--- src/rtl/addsub_iter_n_if.sv ---
// Handshake and result bundle for the iterative adder/subtractor.
// Valid/ready contract: start_i is a request that is accepted only on a
// rising edge where the block is idle (busy_o=0 and done_o=0). There is no
// back-pressure and no queuing. Results on sum_o/ovf_o/iter_o become valid
// with the one-cycle done_o pulse and are held until the next accepted start.
// state_o exposes the controller state for observation only.
interface addsub_iter_n_if #(
    parameter int N      = 8,
    parameter int ITER_W = $clog2(N + 2)
) ();
    logic              start_i;
    logic              sub_i;
    logic [N-1:0]      data0_i;
    logic [N-1:0]      data1_i;
    logic              busy_o;
    logic              done_o;
    logic [N:0]        sum_o;
    logic              ovf_o;
    logic [ITER_W-1:0] iter_o;
    logic [1:0]        state_o;

    modport master (
        output start_i, sub_i, data0_i, data1_i,
        input  busy_o, done_o, sum_o, ovf_o, iter_o, state_o
    );

    modport slave (
        input  start_i, sub_i, data0_i, data1_i,
        output busy_o, done_o, sum_o, ovf_o, iter_o, state_o
    );
endinterface

--- src/rtl/addsub_iter_n.sv ---
// Iterative carry-resolving adder/subtractor. An operand register A and a
// carry register B are folded through one bank of full adders per ITER
// cycle until no carry remains; subtraction is A + ~B + 1 with the +1
// injected as the carry-in of the first ITER cycle only.
module addsub_iter_n #(
    parameter int N      = 8,
    parameter int ITER_W = $clog2(N + 2)
) (
    input  logic                clk_i,
    input  logic                rst_i,
    addsub_iter_n_if.slave      bus
);

    typedef enum logic [1:0] {
        S_IDLE = 2'd0,
        S_LOAD = 2'd1,
        S_ITER = 2'd2,
        S_DONE = 2'd3
    } state_t;

    state_t            r_state;
    state_t            w_state_next;

    logic [N:0]        r_a;
    logic [N:0]        r_b;
    logic              r_cin;
    logic              r_a_msb;
    logic              r_b_msb;
    logic              r_sub;
    logic [ITER_W-1:0] r_cnt;
    logic [N:0]        r_sum;
    logic              r_ovf;
    logic [ITER_W-1:0] r_iter;

    logic [N:0]        w_c;
    logic [N:0]        w_a_next;
    logic [N:0]        w_maj;
    logic [N:0]        w_b_next;
    logic [ITER_W-1:0] w_cnt_next;
    logic              w_ovf;
    logic              w_busy;
    logic              w_done;

    // One full-adder bank step; the carry-in only exists on the first step.
    always_comb begin
        w_c        = {{N{1'b0}}, r_cin};
        w_a_next   = r_a ^ r_b ^ w_c;
        w_maj      = (r_a & r_b) | (r_a & w_c) | (r_b & w_c);
        w_b_next   = w_maj << 1;
        w_cnt_next = r_cnt + ITER_W'(1);
        // Latched b is the raw data1 MSB, so sub overflow needs differing signs.
        if (r_sub) begin
            w_ovf = (r_a_msb != r_b_msb) && (w_a_next[N-1] != r_a_msb);
        end else begin
            w_ovf = (r_a_msb == r_b_msb) && (w_a_next[N-1] != r_a_msb);
        end
    end

    // Controller state register.
    always_ff @(posedge clk_i) begin
        if (rst_i) begin
            r_state <= S_IDLE;
        end else begin
            r_state <= w_state_next;
        end
    end

    // Next-state and status decode; outputs depend on state only.
    always_comb begin
        w_state_next = r_state;
        w_busy       = 1'b0;
        w_done       = 1'b0;
        case (r_state)
            S_IDLE: begin
                if (bus.start_i) begin
                    w_state_next = S_LOAD;
                end
            end
            S_LOAD: begin
                w_busy       = 1'b1;
                w_state_next = S_ITER;
            end
            S_ITER: begin
                w_busy = 1'b1;
                if (w_b_next == '0) begin
                    w_state_next = S_DONE;
                end
            end
            S_DONE: begin
                w_done       = 1'b1;
                w_state_next = S_IDLE;
            end
            default: begin
                w_state_next = S_IDLE;
            end
        endcase
    end

    // Datapath: operand capture, iteration, and result registration.
    always_ff @(posedge clk_i) begin
        if (rst_i) begin
            r_a     <= '0;
            r_b     <= '0;
            r_cin   <= 1'b0;
            r_a_msb <= 1'b0;
            r_b_msb <= 1'b0;
            r_sub   <= 1'b0;
            r_cnt   <= '0;
            r_sum   <= '0;
            r_ovf   <= 1'b0;
            r_iter  <= '0;
        end else begin
            case (r_state)
                S_IDLE: begin
                    if (bus.start_i) begin
                        r_a     <= {1'b0, bus.data0_i};
                        r_b     <= {1'b0, (bus.sub_i ? ~bus.data1_i : bus.data1_i)};
                        r_cin   <= bus.sub_i;
                        r_a_msb <= bus.data0_i[N-1];
                        r_b_msb <= bus.data1_i[N-1];
                        r_sub   <= bus.sub_i;
                    end
                end
                S_LOAD: begin
                    r_cnt <= '0;
                end
                S_ITER: begin
                    r_a   <= w_a_next;
                    r_b   <= w_b_next;
                    r_cin <= 1'b0;
                    r_cnt <= w_cnt_next;
                    if (w_b_next == '0) begin
                        r_sum  <= w_a_next;
                        r_iter <= w_cnt_next;
                        r_ovf  <= w_ovf;
                    end
                end
                default: begin
                end
            endcase
        end
    end

    assign bus.busy_o  = w_busy;
    assign bus.done_o  = w_done;
    assign bus.sum_o   = r_sum;
    assign bus.ovf_o   = r_ovf;
    assign bus.iter_o  = r_iter;
    assign bus.state_o = r_state;

endmodule
--- src/flat_wrapper.sv ---
// flat-port wrapper written by rule: the top's interface ports become plain ports
module addsub_iter_n_flat 
#(
    parameter int N      = 8,
    parameter int ITER_W = $clog2(N + 2)
)
  (clk_i, rst_i, bus_start_i, bus_sub_i, bus_data0_i, bus_data1_i, bus_busy_o, bus_done_o, bus_sum_o, bus_ovf_o, bus_iter_o, bus_state_o);
  addsub_iter_n_if #(.N(N), .ITER_W(ITER_W)) bus_i ();
  input  logic clk_i;
  input  logic rst_i;
  input wire logic [$bits(bus_i.start_i)-1:0] bus_start_i;
  input wire logic [$bits(bus_i.sub_i)-1:0] bus_sub_i;
  input wire logic [$bits(bus_i.data0_i)-1:0] bus_data0_i;
  input wire logic [$bits(bus_i.data1_i)-1:0] bus_data1_i;
  output wire logic [$bits(bus_i.busy_o)-1:0] bus_busy_o;
  output wire logic [$bits(bus_i.done_o)-1:0] bus_done_o;
  output wire logic [$bits(bus_i.sum_o)-1:0] bus_sum_o;
  output wire logic [$bits(bus_i.ovf_o)-1:0] bus_ovf_o;
  output wire logic [$bits(bus_i.iter_o)-1:0] bus_iter_o;
  output wire logic [$bits(bus_i.state_o)-1:0] bus_state_o;
  assign bus_i.start_i = bus_start_i;
  assign bus_i.sub_i = bus_sub_i;
  assign bus_i.data0_i = bus_data0_i;
  assign bus_i.data1_i = bus_data1_i;
  assign bus_busy_o = bus_i.busy_o;
  assign bus_done_o = bus_i.done_o;
  assign bus_sum_o = bus_i.sum_o;
  assign bus_ovf_o = bus_i.ovf_o;
  assign bus_iter_o = bus_i.iter_o;
  assign bus_state_o = bus_i.state_o;
  addsub_iter_n #(.N(N), .ITER_W(ITER_W)) u_core (.clk_i(clk_i), .rst_i(rst_i), .bus(bus_i));
endmodule
--- config.mk ---
export PLATFORM = sky130hd
export DESIGN_NAME = addsub_iter_n_flat
export DESIGN_NICKNAME = d
export VERILOG_FILES = /design/src/rtl/addsub_iter_n_if.sv /design/src/rtl/addsub_iter_n.sv /design/src/flat_wrapper.sv
export SDC_FILE = /design/constraint.sdc
export NUM_CORES = 1
export LEC_CHECK = 0
export CAP_MARGIN = 40
export CORE_MARGIN = 8
export CORE_UTILIZATION = 46
export DETAILED_ROUTE_END_ITERATION = 10
export PLACE_DENSITY = 0.84
export REMOVE_ABC_BUFFERS = 1
export SYNTH_ARGS = -nofsm -noshare
export SYNTH_HDL_FRONTEND = slang
export SYNTH_SLANG_ARGS = --single-unit
export TNS_END_PERCENT = 30
--- constraint.sdc ---
create_clock -name clk_i -period 1.92 [get_ports clk_i]
set_input_delay 0.288 -clock clk_i [delete_from_list [all_inputs] [get_ports clk_i]]
set_output_delay 0.288 -clock clk_i [all_outputs]
set_load 0.02 [all_outputs]
==> flow_metrics.tcl, run 1 <==
set metrics [dict create \
    outcome "finished, violations left" \
    violations "negative setup slack" \
    rr_worst_depth 6 \
    path_clk_slew_ns 0.08 \
    critical_path_buf_inv_count 1 \
    syn_area_um2 1983 \
    peakVddDrop_v 0.0006608 \
    path_class "reg -> reg" \
    wl_um 4862 \
    nets 297 \
    timing.slew.headroom 0.6782 \
    crit_required_ns 2.11 \
    critPathMaxFanout 8 \
    seq_area_frac_synth 0.4240 \
    layout_common_cells "dfxtp_1, clkdlybuf4s50_1, nor2_1" \
    hpwlAfterDp_um 3429 \
    worstPathArrival_ns 2.18 \
    drt_first_iter_violations 135 \
    ios 38 \
    die_area_um2 6668 \
    htreeDepth 2 \
    hold_class "reg -> reg" \
    yosys_warnings 0 \
    numCtsBuffers 5 \
    final_util 0.6341 \
    worst-path-stages 6 \
    placed_area_um2 2512 \
    ys_ff_latch 42 \
    finalSetupTns_ns -0.2588 \
    synthDistinctLibCells 33 \
    clockBufferDepth 2 \
    fin_skew_ns 0.004837 \
    synth_top_family_by_area "simple AND/OR/NAND/NOR gates" \
    gp_congestion 0.8172 \
    synthToLayoutAreaGrowth_pct 36.34 \
    setup.worst_path.end_class "flop" \
    final.fill_count 341 \
    crit_family "simple AND/OR/NAND/NOR gates" \
    setup_viol 9 \
    port-buffer-count 37 \
    drc 0 \
    rows 24 \
    wl_per_cell_um 15.34 \
    die_h_um 81.66 \
    crit_path_cell_trace "fa_2, or4_4, nor3_4, buf_6, mux2i_1, nor2_1" \
    powerDensity_nw_per_um2 1429 \
    overflow 0 \
    final_area_um2 2704 \
    initial_core_util 0.4651 \
    fin_crit_ns 1.989 \
    instances_no_fill 317 \
    synth-xor-area-share 0.05300 \
    dr.pass1.iters 5 \
    synth-simple-area-share 0.1634 \
    pre_cts_ws_ns -0.2096 \
    track_usage 0.1550 \
    slowest_delay_ns 0.46 \
    synth_compound_area_frac 0.1457 \
    viasPerCell 5.388 \
    hold_slack_ns 0.4694 \
    grt_pass1_vias 1816 \
    slew_violations 0 \
    grt_antenna_before_repair 0 \
    finalHoldViolCount 0 \
    synth_fa_ha_area_frac 0.07950 \
    crit_path_start_kind "flop" \
    fin_total_pwr_mw 3.863 \
    grt_pass1_wl_um 8155 \
    syn_avg_cell_area_um2 9.580 \
    die_w_um 81.66 \
    antenna_cells 0 \
    ant_nets 0 \
    cts_sinks 42 \
    drive_above_1_share 0.1887 \
    synth_mux_area_frac 0.09085 \
    dpl.cell_count 303 \
    setup_ws_ns -0.06853 \
    clk_latency_ns 0.30 \
    root_buffer "clkbuf_8" \
    grt_max_degree 43 \
    coreArea_um2 4264 \
    max_freq_mhz 502.9 \
    worst_path_max_delay_cell "or4_4" \
    fin_crit_sh 1.036 \
    maxCapViolCount 0 \
    power.leakage_nw 1.080 \
    min_path_cells 2 \
    cts_tree "built" \
    layout_commonest_cell "dfxtp_1" \
    route.vias.total 1708 \
    synth_cells 207 \
    worstMarginPinSlew_ns 0.4810 \
    grt_setup_unrepaired "true" \
]
==> tightest hold or removal path: stages (launching register included) <==
cell     delay [ns]
dfxtp_1        0.32
nand2_1        0.05
a21oi_1        0.05
==> power by group <==
group          internal, mW  switching, mW
Clock                 0.416          0.305
Combinational         0.924          0.998
Sequential             1.09          0.134
Total                  2.43           1.44
==> final cells by class <==
type,count,area [um2],share of cell area
sequential,42,843.3,0.3119
inverter,3,11.26,0.004165
clock inverter,1,30.03,0.01111
multi-input combinational,149,1079,0.3989
tap,52,65.06,0.02406
clock buffer,6,82.58,0.03054
timing repair buffer,64,593.1,0.2193
==> synth_stat cells <==
cell / count / area share
a22oi_1: 5 / 0.019
o21ai_0: 4 / 0.010
nand2_1: 6 / 0.011
xor2_1: 9 / 0.040
buf_12: 1 / 0.010
nor3b_1: 1 / 0.0038
a21oi_1: 11 / 0.028
a211oi_1: 8 / 0.030
or4_4: 1 / 0.0057
buf_1: 1 / 0.0019
buf_2: 2 / 0.0050
and3_1: 1 / 0.0032
nor2_2: 4 / 0.013
nand3b_1: 1 / 0.0038
or3_1: 1 / 0.0032
a31oi_1: 1 / 0.0032
inv_1: 3 / 0.0057
mux2i_1: 18 / 0.091
fa_1: 1 / 0.010
nand2b_1: 4 / 0.013
a222oi_1: 6 / 0.030
nand3_1: 8 / 0.020
nor2_1: 35 / 0.066
dfxtp_1: 42 / 0.42
ha_1: 11 / 0.069
or4_1: 1 / 0.0038
nor3_2: 1 / 0.0050
a211oi_2: 4 / 0.025
nor2b_1: 3 / 0.0095
clkbuf_1: 8 / 0.015
nor3_1: 1 / 0.0025
xnor2_1: 3 / 0.013
buf_6: 1 / 0.0057
==> per-layer routing <==
layer,vias to the layer above,part of all wire,routed length (um),GRT usage
met2,50,0.52,2530,0.2800
li1,845,-,-,-
met3,12,0.051,246,0.04267
met4,0,0.017,85,0.05439
met1,801,0.41,2001,0.1700
met5,-,0,0,0
==> cells by family (layout without fill, tap and decap cells) <==
group           Yosys count  after routing
fa+ha+maj                12             12
buf+inv                  16             74
simple gates             68             68
mux                      18             18
flops                    42             42
xor+xnor                 12             12
compound gates           39             39
==> state kept, by name, indices dropped and copies added, names as in the netlist <==
signal	cells
u_core.r_a	9
u_core.r_a_msb	1
u_core.r_sub	1
u_core.r_cin	1
u_core.r_b_msb	1
u_core.bus.sum_o	9
u_core.bus.iter_o	4
u_core.bus.ovf_o	1
u_core.r_cnt	4
u_core.bus.state_o	2
u_core.r_b	9
==> path summary, 6_finish.rpt <==
check / from / to / slack, ns
max reg2reg: u_core.r_cin$_SDFFE_PP0P_ / u_core.bus.sum_o[6]$_SDFFE_PP0P_ / -0.07
max: u_core.r_cin$_SDFFE_PP0P_ / u_core.bus.sum_o[6]$_SDFFE_PP0P_ / -0.07
min reg2reg: u_core.r_b[7]$_SDFFE_PP0P_ / u_core.r_b[7]$_SDFFE_PP0P_ / 0.47
min: u_core.r_b[7]$_SDFFE_PP0P_ / u_core.r_b[7]$_SDFFE_PP0P_ / 0.47
==> timing repair <==
| action | 4_1_cts | 5_1_grt |
|---|---|---|
| hold buffers | 0 | 0 |
| buffers inserted | 4 | 2 |
| pin swaps | 3 | 2 |
| endpoints found under the hold margin | 0 | 0 |
| gates resized for setup | 8 | 3 |
| setup endpoints to repair | 23 | 24 |
| cloned | 1 | 0 |
Note: power is estimated with default switching activity, not from simulation.
==> inputs of run 2 (changes only) <==
Settings changed: ABC_CLOCK_PERIOD_IN_PS set to 1920.
==> results of run 2 <==
The final DEF is identical to that of run 1; final timing and power are the same.
